<file path="config.mk">
export PLATFORM = sky130hd
export DESIGN_NAME = mux_sel_sequencer
export DESIGN_NICKNAME = d
export VERILOG_FILES = /design/src/rtl/mux_pkg.sv /design/src/rtl/rr_arbiter4.sv /design/src/rtl/mux_sel_sequencer.sv
export SDC_FILE = /design/constraint.sdc
export NUM_CORES = 1
export LEC_CHECK = 0
export CORE_MARGIN = 1.5
export CORE_UTILIZATION = 46
export DETAILED_ROUTE_END_ITERATION = 12
export PLACE_DENSITY = 0.74
export SETUP_SLACK_MARGIN = 0.2
export SYNTH_ARGS = -nofsm -noshare
export SYNTH_HDL_FRONTEND = slang
export SYNTH_SLANG_ARGS = --single-unit
</file>
<file path="constraint.sdc">
create_clock -name clk -period 1.68 [get_ports clk]
set_clock_uncertainty 0.15 [all_clocks]
set_input_delay 0.168 -clock clk [delete_from_list [all_inputs] [get_ports clk]]
set_output_delay 0.168 -clock clk [all_outputs]
set_load 0.005 [all_outputs]
</file>
<file path="src/rtl/mux_pkg.sv">
// Shared types and constants for the mux select sequencer.
// Holds the FSM state encoding, mux geometry and a select-to-one-hot helper.
package mux_pkg;

    localparam int MUX_N = 4;
    localparam int SEL_W = 2;

    typedef enum logic {
        ST_IDLE,
        ST_GRANT
    } state_e;

    function automatic logic [MUX_N-1:0] sel_to_onehot(input logic [SEL_W-1:0] sel);
        return MUX_N'(1) << sel;
    endfunction

endpackage

</file>
<file path="src/rtl/rr_arbiter4.sv">
// Combinational round-robin pick among four requests, searching upward from ptr
// and wrapping 3->0; reports the winning index and whether anything requested.
module rr_arbiter4
    import mux_pkg::*;
(
    input  logic [MUX_N-1:0] req,
    input  logic [SEL_W-1:0] ptr,
    output logic [SEL_W-1:0] winner,
    output logic             any_req
);

    logic [SEL_W-1:0] idx;

    // NOTE: every signal written in always_comb gets a default first, so no path
    // through the block can leave it unassigned and infer a latch.
    always_comb begin
        winner  = '0;
        any_req = 1'b0;
        idx     = '0;
        // Walk from the farthest offset down to ptr itself: the last hit written
        // is the one closest to ptr, which is the round-robin winner.
        for (int i = MUX_N - 1; i >= 0; i--) begin
            idx = ptr + SEL_W'(i);
            if (req[idx]) begin
                winner  = idx;
                any_req = 1'b1;
            end
        end
    end

endmodule

</file>
<file path="src/rtl/mux_sel_sequencer.sv">
// Round-robin select generator for mux_4x1: grants one channel for HOLD_BEATS
// accepted beats (or until its request drops) and qualifies Y with valid/ready.
module mux_sel_sequencer
    import mux_pkg::*;
#(
    parameter int HOLD_BEATS = 4,
    parameter int CNT_W      = 4
) (
    input  logic             clk,
    input  logic             rst_n,
    input  logic [MUX_N-1:0] req,
    input  logic             out_ready,
    output logic             S1,
    output logic             S0,
    output logic [MUX_N-1:0] gnt,
    output logic             out_valid,
    output logic             beat,
    output logic             last
);

    state_e           state_q, state_d;
    logic [CNT_W-1:0] cnt_q, cnt_d;
    logic [SEL_W-1:0] ptr_q, ptr_d;
    logic [SEL_W-1:0] sel_q, sel_d;
    logic [MUX_N-1:0] gnt_q, gnt_d;
    logic             out_valid_q, out_valid_d;

    logic [SEL_W-1:0] arb_ptr;
    logic [SEL_W-1:0] winner;
    logic             any_req;
    logic             granted_req;
    logic             cnt_zero;
    logic             release_grant;

    // gnt_q is zero in IDLE, so this is also 0 whenever no grant is held.
    assign granted_req   = |(req & gnt_q);
    assign cnt_zero      = (cnt_q == '0);
    assign beat          = out_valid_q & out_ready & granted_req;
    assign last          = out_valid_q & cnt_zero & granted_req;
    assign release_grant = out_valid_q & (~granted_req | (beat & cnt_zero));

    // On a release edge the new arbitration already uses the advanced pointer.
    assign arb_ptr = (state_q == ST_GRANT) ? sel_q + SEL_W'(1) : ptr_q;

    rr_arbiter4 u_arb (
        .req     (req),
        .ptr     (arb_ptr),
        .winner  (winner),
        .any_req (any_req)
    );

    always_comb begin
        state_d     = state_q;
        cnt_d       = cnt_q;
        ptr_d       = ptr_q;
        sel_d       = sel_q;
        gnt_d       = gnt_q;
        out_valid_d = out_valid_q;

        unique case (state_q)
            ST_IDLE: begin
                if (any_req) begin
                    state_d     = ST_GRANT;
                    sel_d       = winner;
                    gnt_d       = sel_to_onehot(winner);
                    cnt_d       = CNT_W'(HOLD_BEATS - 1);
                    out_valid_d = 1'b1;
                end
            end
            ST_GRANT: begin
                if (release_grant) begin
                    ptr_d = sel_q + SEL_W'(1);
                    if (any_req) begin
                        sel_d = winner;
                        gnt_d = sel_to_onehot(winner);
                        cnt_d = CNT_W'(HOLD_BEATS - 1);
                    end else begin
                        // Selects deliberately keep their last value in IDLE.
                        state_d     = ST_IDLE;
                        gnt_d       = '0;
                        out_valid_d = 1'b0;
                    end
                end else if (beat) begin
                    cnt_d = cnt_q - CNT_W'(1);
                end
            end
            default: state_d = ST_IDLE;
        endcase
    end

    // NOTE: sequential state uses non-blocking assignments so every flop samples
    // the pre-edge values, independent of statement order.
    always_ff @(posedge clk or negedge rst_n) begin
        if (!rst_n) begin
            state_q     <= ST_IDLE;
            cnt_q       <= '0;
            ptr_q       <= '0;
            sel_q       <= '0;
            gnt_q       <= '0;
            out_valid_q <= 1'b0;
        end else begin
            state_q     <= state_d;
            cnt_q       <= cnt_d;
            ptr_q       <= ptr_d;
            sel_q       <= sel_d;
            gnt_q       <= gnt_d;
            out_valid_q <= out_valid_d;
        end
    end

    assign S1        = sel_q[1];
    assign S0        = sel_q[0];
    assign gnt       = gnt_q;
    assign out_valid = out_valid_q;

endmodule
</file>
Word level (Yosys, flattened, before mapping) --
Cells that the tools add are included.
Cells by class: shifts and indexed selects 1, reductions and logical operators 5, $lt $le $gt $ge 4, bitwise operators 10, equality and inequality tests 4, mux-type cells 35, add/subtract/negate cells 5
Operators by type and width (number):
- 4-bit 2-to-1 mux | 6
- 4-bit case mux with 2 select lines | 2
- 2-bit 2-to-1 mux | 7
- 1-bit 2-to-1 mux | 13
- 2-bit by 3-bit < comparator with 1-bit output, second input constant | 4
- 1-bit binary-select mux with 2-bit select | 4
- 1-bit bitwise AND | 6
- 2-bit by 1-bit adder with 2-bit output, second input constant | 2
- 2-bit adder, second input constant | 2
- 4-bit bitwise AND | 1
- 4-bit zero test | 1
- 2-bit inequality test, second input constant | 2
- 1-bit case mux with 2 select lines | 2
- 2-bit case mux with 2 select lines | 1
- 2-bit AND reduction | 2
- 4-bit OR reduction | 1
- 1-bit by 2-bit left shift with 4-bit output, first input constant | 1
- 4-bit by 1-bit subtractor with 4-bit output, second input constant | 1
- 3-bit by 2-bit inequality test with 1-bit output, second input constant | 1
- 3-bit AND reduction | 1
- 2-bit by 1-bit inequality test with 1-bit output, second input constant | 1
- 1-bit NOT | 2
- 1-bit bitwise OR | 1
Storage, ports and cells: input bits 7, register bits 14

Logic depth before layout (Yosys ltp) --
word-level depth 13, depth in mapped cells 7

Cells and area by module --
Synthesis repeated with hierarchy kept, for this count alone.
Unflattened totals: cells, all modules 88, area total of the unflattened synthesis 862.1 um2
By module, submodules not included:
- mux_sel_sequencer | cells an instance 75, times used 1, area each 784.5 um2
- rr_arbiter4 | cells an instance 13, times used 1, area each 77.6 um2

Least setup slack after synthesis --
Ideal clock, no wire load.
kind register -> register, from register cnt_q[0], to register cnt_q[2], period minus slack after synthesis 1.741 ns, arrival 1.462 ns, required time 1.400 ns, setup time 0.130 ns, stages on the path, launching flop included 8, slack -0.061 ns, cell sequence dfrtp_1 -> inv_1 -> ha_1 -> a32oi_4 -> and4_1 -> buf_2 -> or2_1 -> a31oi_1
Between the ends: cells in the longest elaborated chain, start to end 6, elaborated cells between the ends (all ways) 9, classes of those cells add/sub: 1; eq/ne: 1; mux: 3; bitwise: 3; reduce/logical: 1
Ends and longest elaborated chain:
- start: declaration | line mux_sel_sequencer.sv:22 | logic [CNT_W-1:0] cnt_q, cnt_d;
- start signal: assignment | line mux_sel_sequencer.sv:103 | cnt_q <= cnt_d;
- parallel branches: the longest is 6 deep, another holds 4-bit by 1-bit subtractor with 4-bit output
Several ways; the timed one is not identified. The select of a mux whose other input is x is not followed. A chain may end at the register's enable or synchronous reset.

Worst setup path in the final report --
from register sel_q[0], to register gnt_q[1] (netlist: gnt[1])
Between the ends: cells in the longest elaborated chain, start to end 13, elaborated cells between the ends (all ways) 28, classes of those cells add/sub: 4; eq/ne: 1; shift: 1; mux: 21; reduce/logical: 1
Ends and longest elaborated chain:
- start: declaration | line mux_sel_sequencer.sv:24 | logic [SEL_W-1:0] sel_q, sel_d;
- start signal: assignment | line mux_sel_sequencer.sv:105 | sel_q <= sel_d;
- 2-bit by 1-bit adder with 2-bit output * | line mux_sel_sequencer.sv:43 | assign arb_ptr = (state_q == ST_GRANT) ? sel_q + SEL_W'(1) : ptr_q;
- 2-bit 2-to-1 mux * | line mux_sel_sequencer.sv:43
- 2-bit adder | line rr_arbiter4.sv:23 | idx = ptr + SEL_W'(i);
- 1-bit binary-select mux with 2-bit select | line rr_arbiter4.sv:24 | if (req[idx]) begin
- 1-bit 2-to-1 mux (not written as such) | line rr_arbiter4.sv:24
- 2-bit 2-to-1 mux (4 in a row) | line rr_arbiter4.sv:24
- 1-bit by 2-bit left shift with 4-bit output | line mux_pkg.sv:14 | return MUX_N'(1) << sel;
- 4-bit 2-to-1 mux | line mux_sel_sequencer.sv:73 | if (any_req) begin
- 4-bit 2-to-1 mux | line mux_sel_sequencer.sv:71 | if (release_grant) begin
- 4-bit case mux with 2 select lines | line mux_sel_sequencer.sv:60 | unique case (state_q)
- end signal: assignment | line mux_sel_sequencer.sv:106 | gnt_q <= gnt_d;
- end: declaration | line mux_sel_sequencer.sv:25 | logic [MUX_N-1:0] gnt_q, gnt_d;
Every way passes the cells marked *; elsewhere a longest branch is shown, timed or not. The select of a mux whose other input is x is not followed.

==> impl_results.md <==
- Setup slack, reg-to-reg: -0.21 ns
- Final worst slack: -0.210 ns
- Fin nets: 153
- Hold Path Depth: 4
- Clock power share: 0.082
- YS warnings: 0
- CP Max Fanout: 4
- Number of global-route vias before repair: about 960
- Post-Route WL: 3080 um
- WL/cell: roughly 18 um
- Count of flip-flops with a built-in enable after synthesis: 0
- VDD IR-drop max: 1200 uV
- Synth Instances: 90
- Max transition margin: 0.739
- Switching part of the total: 0.402
- DRC: 0
- Net Count, Synth: between 90 and 100
- Power share of the sequential group: 0.231
- GRT Util Overall: 0.290
- R2R Path Start: sel_q[0]
- Worst-path clk slew: 0.10 ns
- Crit-path slowest cell: dfrtp_1
- Die Width: 47.1 um
- Synth async-reset ratio: 1.00
- Most used DFF post-synth: dfrtp_1
- Design area: 1510 um^2
- Power per cell area: 1750 nW/um^2
- N_diodes: 0
- Post-layout util: 0.844
- Core ar.: 1780 um^2
- Period utilization: 1.12
- Cell Area, Synth: 895 um^2
- Sequence of cells on the critical path: xnor2_2, a21oi_2, o21ai_2, a221o_1, o31ai_1
- Initial Util: 0.502
- Type of the worst setup path: flip-flop to flip-flop
- CTS buffer count: 3
- First-pass GRT wire length: 4370 um
- Clk Latency, worst-skew pair: 0.29 ns
- Worst min-delay path startpoint: req[2]
- R2R cell count: 5
- Min Tclk post-route: 1.89 ns
- Full die area: approximately 2200 um^2
- IO Port Bufs: 15
- Via count: about 980
- Actual slew at the worst max-slew pin: 0.390 ns
- Status: complete, but fails checks
- Largest net degree at the start of global routing: 9
- P_int: ~1600 uW
- Violated checks: setup timing
- WP data required: 1.70 ns
- Routability cong.: 0.808
- Worst R2R End: gnt[1]
- Vias/cell: 5.80
- #FFs+latches synth: 14
- Pre-antenna DRT Iters: 4
- RSZ-0062 raised after global routing: yes
- Die height: 47.1 um
- CTS tree: yes
- Global route overflow: 0
- Clock root buffer: clkbuf_4
- Area leader, netlist: dfrtp_1
- Setup TNS: -1.03 ns
- Synth top area cells: dfrtp_1, mux2i_1, a21oi_1, a32o_1, inv_1
- Logic gate share of total power: 0.687
- Initial antenna violation count: 0
- Register area share after synthesis: 0.392
- Switch Pwr: approximately 1100 uW
- ANT nets after route: 0
- Maximum level of the CTS H-tree: 1
- Pins over their slew limit: 0
- Library cells used by synthesis: 36
- Clock Path Buffers: 2
- Crit path launch type: flip-flop
- Fmax: 529 MHz
- Share of layout cells above drive strength 1: 0.503
- Final Setup Violations: 11
- Rows: 15
- Crit path largest cell delay: 0.44 ns
- WHS: 0.373 ns
- Detailed placement HPWL: around 1800 um
- Top cell type's share of synthesized area: 0.392
- CP Data Arrival Time: 1.91 ns
- CP endpoint kind: flip-flop
- Area Overhead vs Synth: 68.3%
- Hold EP: state_q
- DR iter-0 viols: 34
- Avg Cell Area, Syn: 9.94 um^2
- Static Leak: 0.000693 uW
- Final hold vios: 0
- Max-cap viol count: 0
- Hold Path Class: input pin to flip-flop
- Top Ports: 16
- Clock Sinks: 14
- Area after DPL: 1250 um^2
stage by stage:
stage / instances / total power (uW) / setup slack [ns]
after floorplan: 90 / 1240 / 0.00119
after global placement: 152 / 1800 / -0.361
after detailed placement: 152 / 1850 / -0.387
after CTS: 164 / 2340 / -0.104
after global routing: 168 / 2770 / -0.245
final: 168 / 2640 / -0.210
area by class of cell:
cell class | count | area (um^2)
sequential | 14 | 354
timing repair buffer | 52 | 463
inverter | 8 | 30.0
tap | 25 | 31.3
multi-input combinational | 65 | 601
fill | 92 | 278
clock buffer | 4 | 26.3
worst max-delay path: cells and delay by family (launching register included):
family          cells  cell delay, ns
compound gates      4            1.01
flops               1            0.44
xor+xnor            1            0.17
state kept, by name (all words and copies together), names as in the netlist:
signal,flops
cnt_q,4
gnt,4
out_valid,1
ptr_q,2
sel_q,2
state_q,1
synthesized netlist by cell type (all sizes together), types with 2 or more instances:
cell    instances
a22oi           2
buf             3
ha              2
nor3            4
a32o            3
a21oi           7
nor2            7
dfrtp          14
and4            2
mux2i           5
nor4            2
o31ai           2
nand2b          3
o21ai           4
inv             8
nand2           6
power groups by stage:
stage / clock network [uW] / registers (uW) / logic, uW
6_report: 217 / 608 / 1810
5_1_grt: 230 / 619 / 1920
4_1_cts: 207 / 584 / 1550
3_5_place_dp: 0 / 593 / 1260
3_3_place_gp: 0 / 584 / 1220
2_1_floorplan: 0 / 603 / 638
cell usage in the layout, fill, tap and decap left out, types with 2 or more instances in the layout:
master           count
a21oi_1              4
clkbuf_4             3
nand2b_1             2
buf_4               25
nor2_1               4
buf_6               12
o21ai_2              2
a32o_1               3
dlygate4sd2_1        8
clkbuf_2             2
dfrtp_2              3
o21ai_1              2
inv_2                2
nand2_1              6
a21oi_2              3
nor3_1               2
nor2_4               2
inv_1                6
a22oi_2              2
dfrtp_1             11
mux2i_1              5
clkdlybuf4s50_1      3
logic make-up after synthesis:
family / count (synthesis) / synth area share
and+or+nand+nor: 29 / 0.186
AOI/OAI and AO/OA: 27 / 0.259
DFF: 14 / 0.392
buffers and inverters: 11 / 0.0573
muxes: 6 / 0.0685
adders and majority gates: 2 / 0.0280
xor gates and xnor gates: 1 / 0.00979
worst max path at each step:
| stage | startpoint | endpoint | cells past startpoint |
|---|---|---|---|
| after floorplan | cnt_q[0] | cnt_q[2] | 7 |
| after CTS | gnt[0] | beat | 5 |
| final | sel_q[0] | gnt[1] | 5 |
| after detailed placement | req[0] | last | 5 |
| after global placement | req[0] | last | 5 |
| after global routing | sel_q[0] | gnt[1] | 5 |
what timing repair did:
item                                   CTS  global route
hold buffers                             1             0
setup endpoints to repair               22            19
pin swaps                                6             7
setup buffers                            7             4
endpoints found under the hold margin    6             0
gates resized for setup                 42            18
metal layers:
layer / vias up / wire length, um / global-route usage
met5: - / 0 / 0
met4: 0 / 25 / 0.0944
met3: 4 / 154 / 0.0385
met2: 34 / 1610 / 0.510
met1: 487 / 1290 / 0.367
li1: 450 / - / -
Note: power is estimated with default switching activity, not from simulation.
